--- src/rtl/shift_reg_seq.sv ---
// rtl/shift_reg_seq.sv - load/shift pacing sequencer for the right-shift register stage
// Accepts one word, pulses sr_load, then issues SHIFTS sr_ena pulses spaced TICK_DIV clocks apart.
module shift_reg_seq #(
  parameter int DATA_W   = 4,
  parameter int SHIFTS   = 4,
  parameter int TICK_DIV = 4
) (
  input  logic                          clk,
  input  logic                          resetn,
  input  logic                          flush,
  input  logic                          in_valid,
  input  logic [DATA_W-1:0]             in_data,
  output logic                          in_ready,
  output logic                          sr_load,
  output logic                          sr_ena,
  output logic [DATA_W-1:0]             sr_data,
  output logic                          busy,
  output logic                          done,
  output logic [$clog2(SHIFTS+1)-1:0]   shift_cnt
);

  localparam int CNT_W  = $clog2(SHIFTS + 1);
  localparam int TICK_W = (TICK_DIV > 1) ? $clog2(TICK_DIV) : 1;
  localparam logic [TICK_W-1:0] TICK_LAST = TICK_W'(TICK_DIV - 1);
  localparam logic [CNT_W-1:0]  CNT_PEN   = CNT_W'(SHIFTS - 1);

  typedef enum logic [1:0] {
    ST_IDLE  = 2'd0,
    ST_LOAD  = 2'd1,
    ST_SHIFT = 2'd2,
    ST_DONE  = 2'd3
  } state_t;

  state_t              state_q, state_d;
  logic [TICK_W-1:0]   tick_q, tick_d;
  logic [CNT_W-1:0]    cnt_q, cnt_d;
  logic [DATA_W-1:0]   data_q, data_d;
  logic                accept;

  assign in_ready = (state_q == ST_IDLE) & resetn & ~flush;
  assign accept   = in_valid & in_ready;

  always_comb begin
    state_d = state_q;
    tick_d  = tick_q;
    cnt_d   = cnt_q;
    data_d  = data_q;
    if (flush) begin
      // Abort keeps the last word on sr_data so the shift stage input stays stable.
      state_d = ST_IDLE;
      tick_d  = '0;
      cnt_d   = '0;
    end else begin
      case (state_q)
        ST_IDLE: begin
          if (accept) begin
            data_d  = in_data;
            state_d = ST_LOAD;
          end
        end
        ST_LOAD: begin
          tick_d  = '0;
          cnt_d   = '0;
          state_d = ST_SHIFT;
        end
        ST_SHIFT: begin
          if (tick_q == TICK_LAST) begin
            tick_d = '0;
            cnt_d  = cnt_q + CNT_W'(1);
            if (cnt_q == CNT_PEN) begin
              state_d = ST_DONE;
            end
          end else begin
            tick_d = tick_q + TICK_W'(1);
          end
        end
        ST_DONE: begin
          state_d = ST_IDLE;
        end
        default: begin
          state_d = ST_IDLE;
        end
      endcase
    end
  end

  always_ff @(posedge clk) begin
    if (!resetn) begin
      state_q <= ST_IDLE;
      tick_q  <= '0;
      cnt_q   <= '0;
      data_q  <= '0;
    end else begin
      state_q <= state_d;
      tick_q  <= tick_d;
      cnt_q   <= cnt_d;
      data_q  <= data_d;
    end
  end

  assign sr_load   = (state_q == ST_LOAD);
  assign sr_ena    = (state_q == ST_SHIFT) && (tick_q == TICK_LAST);
  assign done      = (state_q == ST_DONE);
  assign busy      = (state_q != ST_IDLE);
  assign sr_data   = data_q;
  assign shift_cnt = cnt_q;

endmodule

--- config.mk ---
export PLATFORM = sky130hd
export DESIGN_NAME = shift_reg_seq
export DESIGN_NICKNAME = d
export VERILOG_FILES = /design/src/rtl/shift_reg_seq.sv
export SDC_FILE = /design/constraint.sdc
export NUM_CORES = 1
export LEC_CHECK = 0
export BUFFER_PORTS_ARGS = -buffer_cell sky130_fd_sc_hd__buf_2
export CORE_MARGIN = 3
export CORE_UTILIZATION = 40
export CTS_BUF_LIST = sky130_fd_sc_hd__clkbuf_16
export CTS_CLUSTER_SIZE = 28
export DETAILED_ROUTE_END_ITERATION = 10
export MAX_ROUTING_LAYER = met4
export PLACE_DENSITY = 0.65
export SKIP_LAST_GASP = 1
export SLEW_MARGIN = 5
export SYNTH_ARGS = -nofsm -noshare
export SYNTH_HDL_FRONTEND = slang
export SYNTH_SLANG_ARGS = --single-unit
--- constraint.sdc ---
create_clock -name clk -period 1.61 [get_ports clk]
set_input_delay 0.322 -clock clk [delete_from_list [all_inputs] [get_ports clk]]
set_output_delay 0.322 -clock clk [all_outputs]
set_load 0.05 [all_outputs]
==> run_results.csv, run 1 <==
group,metric,value,unit
synthesis,ys_seq_elements,11,
sta,tightestPinTransition,269,ps
clocking,cts.root.buffer_cell,"clkbuf_16",
sta,layout_setup_ws,71.9,ps
clocking,worst_skew_pair.late_latency,240,ps
clocking,postCtsHoldBufs,0,
global_route,largest_net_degree_at_the_start_of_global_routing,9,
worst_setup_path,crit_path_top_delay_cell,"dfxtp_1",
place,placement.cell_area,723,µm²
sta,fmax,0.650,GHz
synthesis,syn-num-nets,74,
global_route,grt_pass1_wl,1.74,mm
detailed_routing,detailroute.wirelength.met3,52,µm
detailed_routing,final_antenna_net_count,0,
clocking,htree_num_levels,1,
detailed_routing,detail_route.wl_per_cell,11.1,µm
clocking,cts.repair_timing.setup_buffer_count,0,
die,die_outline_area,1980,µm²
synthesis,synth_cells,58,
place,place_hpwl,877,µm
worst_setup_path,critPathLaunchType,"flip-flop",
place,globalplace.congestion,0.765,
sta,fin_worst_skew,0.477,ps
cells_and_area,diodes,0,
cells_and_area,layout.cells.most_common,"buf_2",
synthesis,yosys.cell_types.count,22,
power_and_ir_drop,power_leakage,0.411,nW
power_and_ir_drop,power_per_cell_area,1030,nW/µm²
global_route,globalRouteTotalUtil,13.2,%
worst_setup_path,crit_required,1290,ps
detailed_routing,viasPerCell,4.87,
flow_run,maxCapViolations,0,
die,core-area,1350,µm²
place,port_buffers,19,
detailed_routing,highest_layer,"met4",
worst_setup_path,worst_path_largest_cell_delay,390,ps
synthesis,ys_seq_area_share,37.1,%
detailed_routing,routed_wl,1.08,mm
detailed_routing,route.met2.wl,503,µm
outcome,status,"completed",
place,dp_worst_setup_slack,149,ps
worst_setup_path,crit_path_cell_trace,"inv_2 > ha_2 > inv_1 > buf_4",
sta,setup_viol,0,
detailed_routing,route.detailed.drc,0,
clocking,cts.clk_slew.worst_paths,40,ps
worst_setup_path,cp.arrival,1220,ps
sta,setup_repair_after_global_routing_missed_its_margin,"false",
sta,final-hold-violation-count,0,
clocking,cts.sink_count,11,
die,rows,13,
clocking,number_of_buffers_created_by_cts,3,
sta,slew_viol_final,0,
worst_setup_path,worst-path-max-fanout,4,
worst_setup_path,timing.setup.critical_path_class,"flip-flop to output port",
power_and_ir_drop,p_switching,0.000203,W
power_and_ir_drop,internal_power,0.000649,W
clocking,cts_tree,"built",
synthesis,synthesis.yosys.warnings,0,
global_route,grt_antenna_before_repair,0,
die,die-width,44.5,µm
die,number_of_placed_i_o_pins,20,
die,fp.dieH,44.5,µm
sta,slew_headroom,81.6,%
worst_setup_path,cp-end-kind,"output port",
detailed_routing,vias,472,
cells_and_area,finish.instance_area,825,µm²
cells_and_area,highest_count_cells_in_the_layout_ignoring_fill_and_taps,"16 x buf_2, 11 x dfxtp_1, 6 x mux2i_1, 6 x ha_1, 5 x inv_1",
sta,timing.final.crit_share,95.5,%
die,floorplan.initialDensity,44.0,%
power_and_ir_drop,irDropWorstVdd,0.626,mV
global_route,vias_in_the_first_global_route,435,
detailed_routing,wl_met1,491,µm
clocking,clock_tree.buffer_depth,2,
global_route,grt_overflow_total,0,
cells_and_area,area.growth.synth_to_final,38.7,%
detailed_routing,drt_first_pass_iters,4,
power_and_ir_drop,seq_power_share,33.5,%
detailed_routing,drt_first_iter_violations,7,
synthesis,post_synth.cell_area_avg,10.2,µm²
synthesis,syn-cell-area,594,µm²
worst_hold_path,hold_path_class,"primary input to flip-flop",
cells_and_area,fin_nets,99,
sta,period_needed,1540,ps
power_and_ir_drop,power.clock.fraction,52.5,%
cells_and_area,layout-drive-gt1-share,43.9,%
power_and_ir_drop,fraction_of_power_consumed_by_combinational_cells,14.0,%
power_and_ir_drop,power.share.switching,23.8,%
-- cell families after synthesis --
kind of cell,count (synthesis),share of synthesized area [%]
multiplexers,6,10.1
adder cells (fa/ha/maj),8,16.8
flip-flops,11,37.1
AO/OA/AOI/OAI,8,10.7
buffers and inverters,6,3.79
AND/OR/NAND/NOR,19,21.5
-- flip-flops by register name, summed over array words and instances, names as in the netlist --
| signal | count |
|---|---|
| tick_q | 2 |
| sr_data | 4 |
| state_q | 2 |
| shift_cnt | 3 |
-- metal layers --
layer	track usage, %	vias to the layer above
met2	19.2	10
li1	-	248
met5	-	-
met4	12.7	0
met3	3.66	4
met1	14.1	210
-- worst max-delay path: cells and delay by family (launching register included) --
family                     cells  cell delay (ps)
adders and majority gates      1              190
buffers and inverters          3              400
DFF                            1              390
-- through the flow --
stage	util [%]	hold slack [ps]	power, W	TNS (ps)	cells
after floorplan	-	436	0.000376	0	58
after global placement	53.6	447	0.000405	0	93
after detailed placement	53.6	461	0.000406	0	93
after CTS	60.5	340	0.000869	-31.1	97
after global routing	61.1	366	0.000890	0	97
final	61.1	339	0.000852	0	97
-- power by group through the flow --
stage	clock (W)	combinational [W]	sequential, W
after detailed placement	0	0.000116	0.000290
after global routing	0.000475	0.000128	0.000286
after CTS	0.000464	0.000120	0.000285
after global placement	0	0.000115	0.000290
after floorplan	0	0.0000687	0.000308
final	0.000447	0.000119	0.000286
-- cell usage after synthesis, drive strengths merged --
cell      n  share of area (%)
a21boi    1                1.9
and2b     1                1.7
nor2      4                2.5
nand2     3                3.2
mux2i     6                 10
nand2b    1                1.1
a21oi     3                2.5
nor2b     4                4.2
a22oi     1                1.3
nor3      1               0.84
nand3     1               0.84
o41ai     1                2.7
dfxtp    11                 37
ha        8                 17
inv       6                3.8
o21ai     1               0.84
o2111ai   1                1.5
nand3b    1                1.9
nor3b     1                2.1
and2      1                1.1
and4bb    1                2.1
-- worst paths after layout --
kind | from | endpoint | slack (ps) | cells after the start
worst max-delay path | state_q[1] | busy | 70 | 4
worst min-delay path | in_data[3] | sr_data[3] | 340 | 3
worst max register to register | state_q[1] | state_q[1] | 310 | 5
worst min register to register | shift_cnt[2] | shift_cnt[2] | 460 | 2
-- area by class of cell --
class | count | area (µm²)
tap | 15 | 18.8
clock buffer | 3 | 75.1
fill | 117 | 526
inverter | 6 | 22.5
multi-input combinational | 41 | 367
timing repair buffer | 20 | 118
clock inverter | 1 | 3.75
sequential | 11 | 220
-- repair_timing --
action,CTS,global route
setup endpoints to repair,3,3
pin swaps,0,0
gates resized for setup,5,5
(Power assumes the default switching activity.)
==> inputs of run 2 (changes only) <==
PLACE_DENSITY = default   (was 0.65)
PLACE_DENSITY_LB_ADDON = 0.2   (was default)
==> run 2 against run 1 <==
- via count is 1.1% lower
- clock skew grew 0.87 ps
- register-to-register slack hardly changed
- sequential share of layout area about the same
- die area is the same
- critical path type unchanged
- critical endpoint is now sr_ena
- largest cell class unchanged
- largest power group unchanged
==> run_results.csv, run 2 (same netlist as run 1, synthesis figures left out) <==
group,metric,value,unit
worst_setup_path,critPathLaunchType,"flip-flop",
place,globalplace.congestion,0.724,
place,port_buffers,19,
global_route,globalRouteTotalUtil,14.3,%
sta,setup_repair_after_global_routing_missed_its_margin,"false",
worst_setup_path,crit_path_end,"sr_ena",
cells_and_area,diodes,0,
place,placement.cell_area,723,µm²
detailed_routing,drt_first_iter_violations,3,
worst_setup_path,cp.arrival,1220,ps
worst_hold_path,hold_path_class,"primary input to flip-flop",
worst_setup_path,reg2reg_slack,320,ps
detailed_routing,viasPerCell,4.81,
worst_setup_path,cp-end-kind,"output port",
global_route,grt_antenna_before_repair,0,
worst_setup_path,timing.setup.critical_path_class,"flip-flop to output port",
detailed_routing,route.detailed.drc,0,
clocking,cts.clk_slew.worst_paths,40,ps
global_route,vias_in_the_first_global_route,435,
detailed_routing,vias,467,
detailed_routing,detail_route.wl_per_cell,12.1,µm
sta,fmax,0.648,GHz
power_and_ir_drop,power_leakage,0.415,nW
sta,fin_worst_skew,1.35,ps
global_route,grt_pass1_wl,1.88,mm
die,floorplan.initialDensity,44.0,%
outcome,status,"completed",
cells_and_area,area.growth.synth_to_final,40.4,%
die,die-width,44.5,µm
clocking,number_of_buffers_created_by_cts,3,
die,fp.dieH,44.5,µm
clocking,cts_tree,"built",
sta,slew_headroom,81.9,%
clocking,worst_skew_pair.late_latency,230,ps
cells_and_area,layout.cells.most_common,"buf_2",
worst_setup_path,reg2reg_to,"state_q[0]",
cells_and_area,highest_count_cells_in_the_layout_ignoring_fill_and_taps,"16 x buf_2, 9 x dfxtp_1, 7 x ha_1",
sta,tightestPinTransition,264,ps
clocking,postCtsHoldBufs,0,
sta,timing.final.crit_share,95.8,%
worst_setup_path,critPathLaunch,"state_q[0]",
sta,slew_viol_final,0,
worst_setup_path,worst_reg_to_reg_cells,5,
detailed_routing,final_antenna_net_count,0,
power_and_ir_drop,irDropWorstVdd,0.896,mV
cells_and_area,fillerInstances,117,
cells_and_area,fin_nets,99,
worst_setup_path,worst_r2r_startpoint,"shift_cnt[0]",
sta,worst_hold_slack,344,ps
power_and_ir_drop,power_per_cell_area,1020,nW/µm²
clocking,cts.root.buffer_cell,"clkbuf_16",
cells_and_area,largest_register_ffs,4,
sta,final-hold-violation-count,0,
place,place_hpwl,906,µm
die,rows,13,
global_route,grt_overflow_total,0,
clocking,htree_num_levels,1,
detailed_routing,routed_wl,1.17,mm
cells_and_area,layout-drive-gt1-share,43.9,%
clocking,clock_tree.buffer_depth,2,
die,core-area,1350,µm²
cells_and_area,finish.instance_area,835,µm²
sta,setup_viol,0,
sta,fin_setup_tns,0,ps
detailed_routing,drt_first_pass_iters,2,
worst_setup_path,worst-path-max-fanout,4,
sta,period_needed,1540,ps
clocking,cts.sink_count,11,
die,die_outline_area,1980,µm²
flow_run,maxCapViolations,0,
worst_setup_path,crit_required,1290,ps
global_route,largest_net_degree_at_the_start_of_global_routing,9,
die,number_of_placed_i_o_pins,20,
-- run 2: metrics by stage --
step / worst slack (ps) / std cells / total power [W] / utilization [%]
2_1_floorplan: 78.7 / 58 / 0.000376 / -
3_3_place_gp: 188 / 93 / 0.000405 / 53.6
3_5_place_dp: 157 / 93 / 0.000407 / 53.6
4_1_cts: 14.2 / 97 / 0.000854 / 60.7
5_1_grt: 17.0 / 97 / 0.000883 / 61.8
6_report: 67.0 / 97 / 0.000848 / 61.8
-- run 2: critical path, cell delays in order, from the launching register on --
cell     delay, ps
dfxtp_2        320
inv_2          100
ha_1           220
and2_4         190
buf_6          150
-- run 2: worst min-delay path by stage --
stage                            end        from  slack [ps]  cells past startpoint
after floorplan            tick_q[1]   tick_q[1]         440                      2
after global placement     tick_q[1]   tick_q[1]         450                      2
after detailed placement   tick_q[1]   tick_q[1]         460                      2
final                     sr_data[2]  in_data[2]         340                      3
after global routing      sr_data[2]  in_data[2]         350                      3
after CTS                 sr_data[2]  in_data[2]         340                      3
-- run 2: area by class of cell --
class	instances	area [µm²]	area share, %
Sequential cell	11	223	26.7
Multi-Input combinational cell	41	374	44.8
Clock inverter	1	3.75	0.450
Inverter	6	22.5	2.70
Clock buffer	3	75.1	9.00
Tap cell	15	18.8	2.25
Timing Repair Buffer	20	118	14.1
-- run 2: routing by layer --
| layer | vias to the layer above | routed length, µm | track usage (%) | part of all wire (%) |
|---|---|---|---|---|
| met5 | - | 0 | - | 0 |
| met4 | 0 | 22 | 10.8 | 1.9 |
| met3 | 2 | 57 | 6.10 | 4.9 |
| met2 | 10 | 542 | 19.5 | 46 |
| met1 | 208 | 549 | 16.3 | 47 |
| li1 | 247 | - | - | - |
-- run 2: timing repair --
item / in CTS / in global routing
hold endpoints to repair: 0 / 0
gates resized for setup: 7 / 4
setup endpoints to repair: 3 / 2
buffers inserted: 0 / 0
-- run 2: where the power goes --
group	internal [W]	switching (W)	total (W)	leakage, nW
combinational	0.0000449	0.0000790	0.000124	0.283
sequential	0.000282	0.00000465	0.000286	0.0901
clock	0.000325	0.000113	0.000438	0.0423
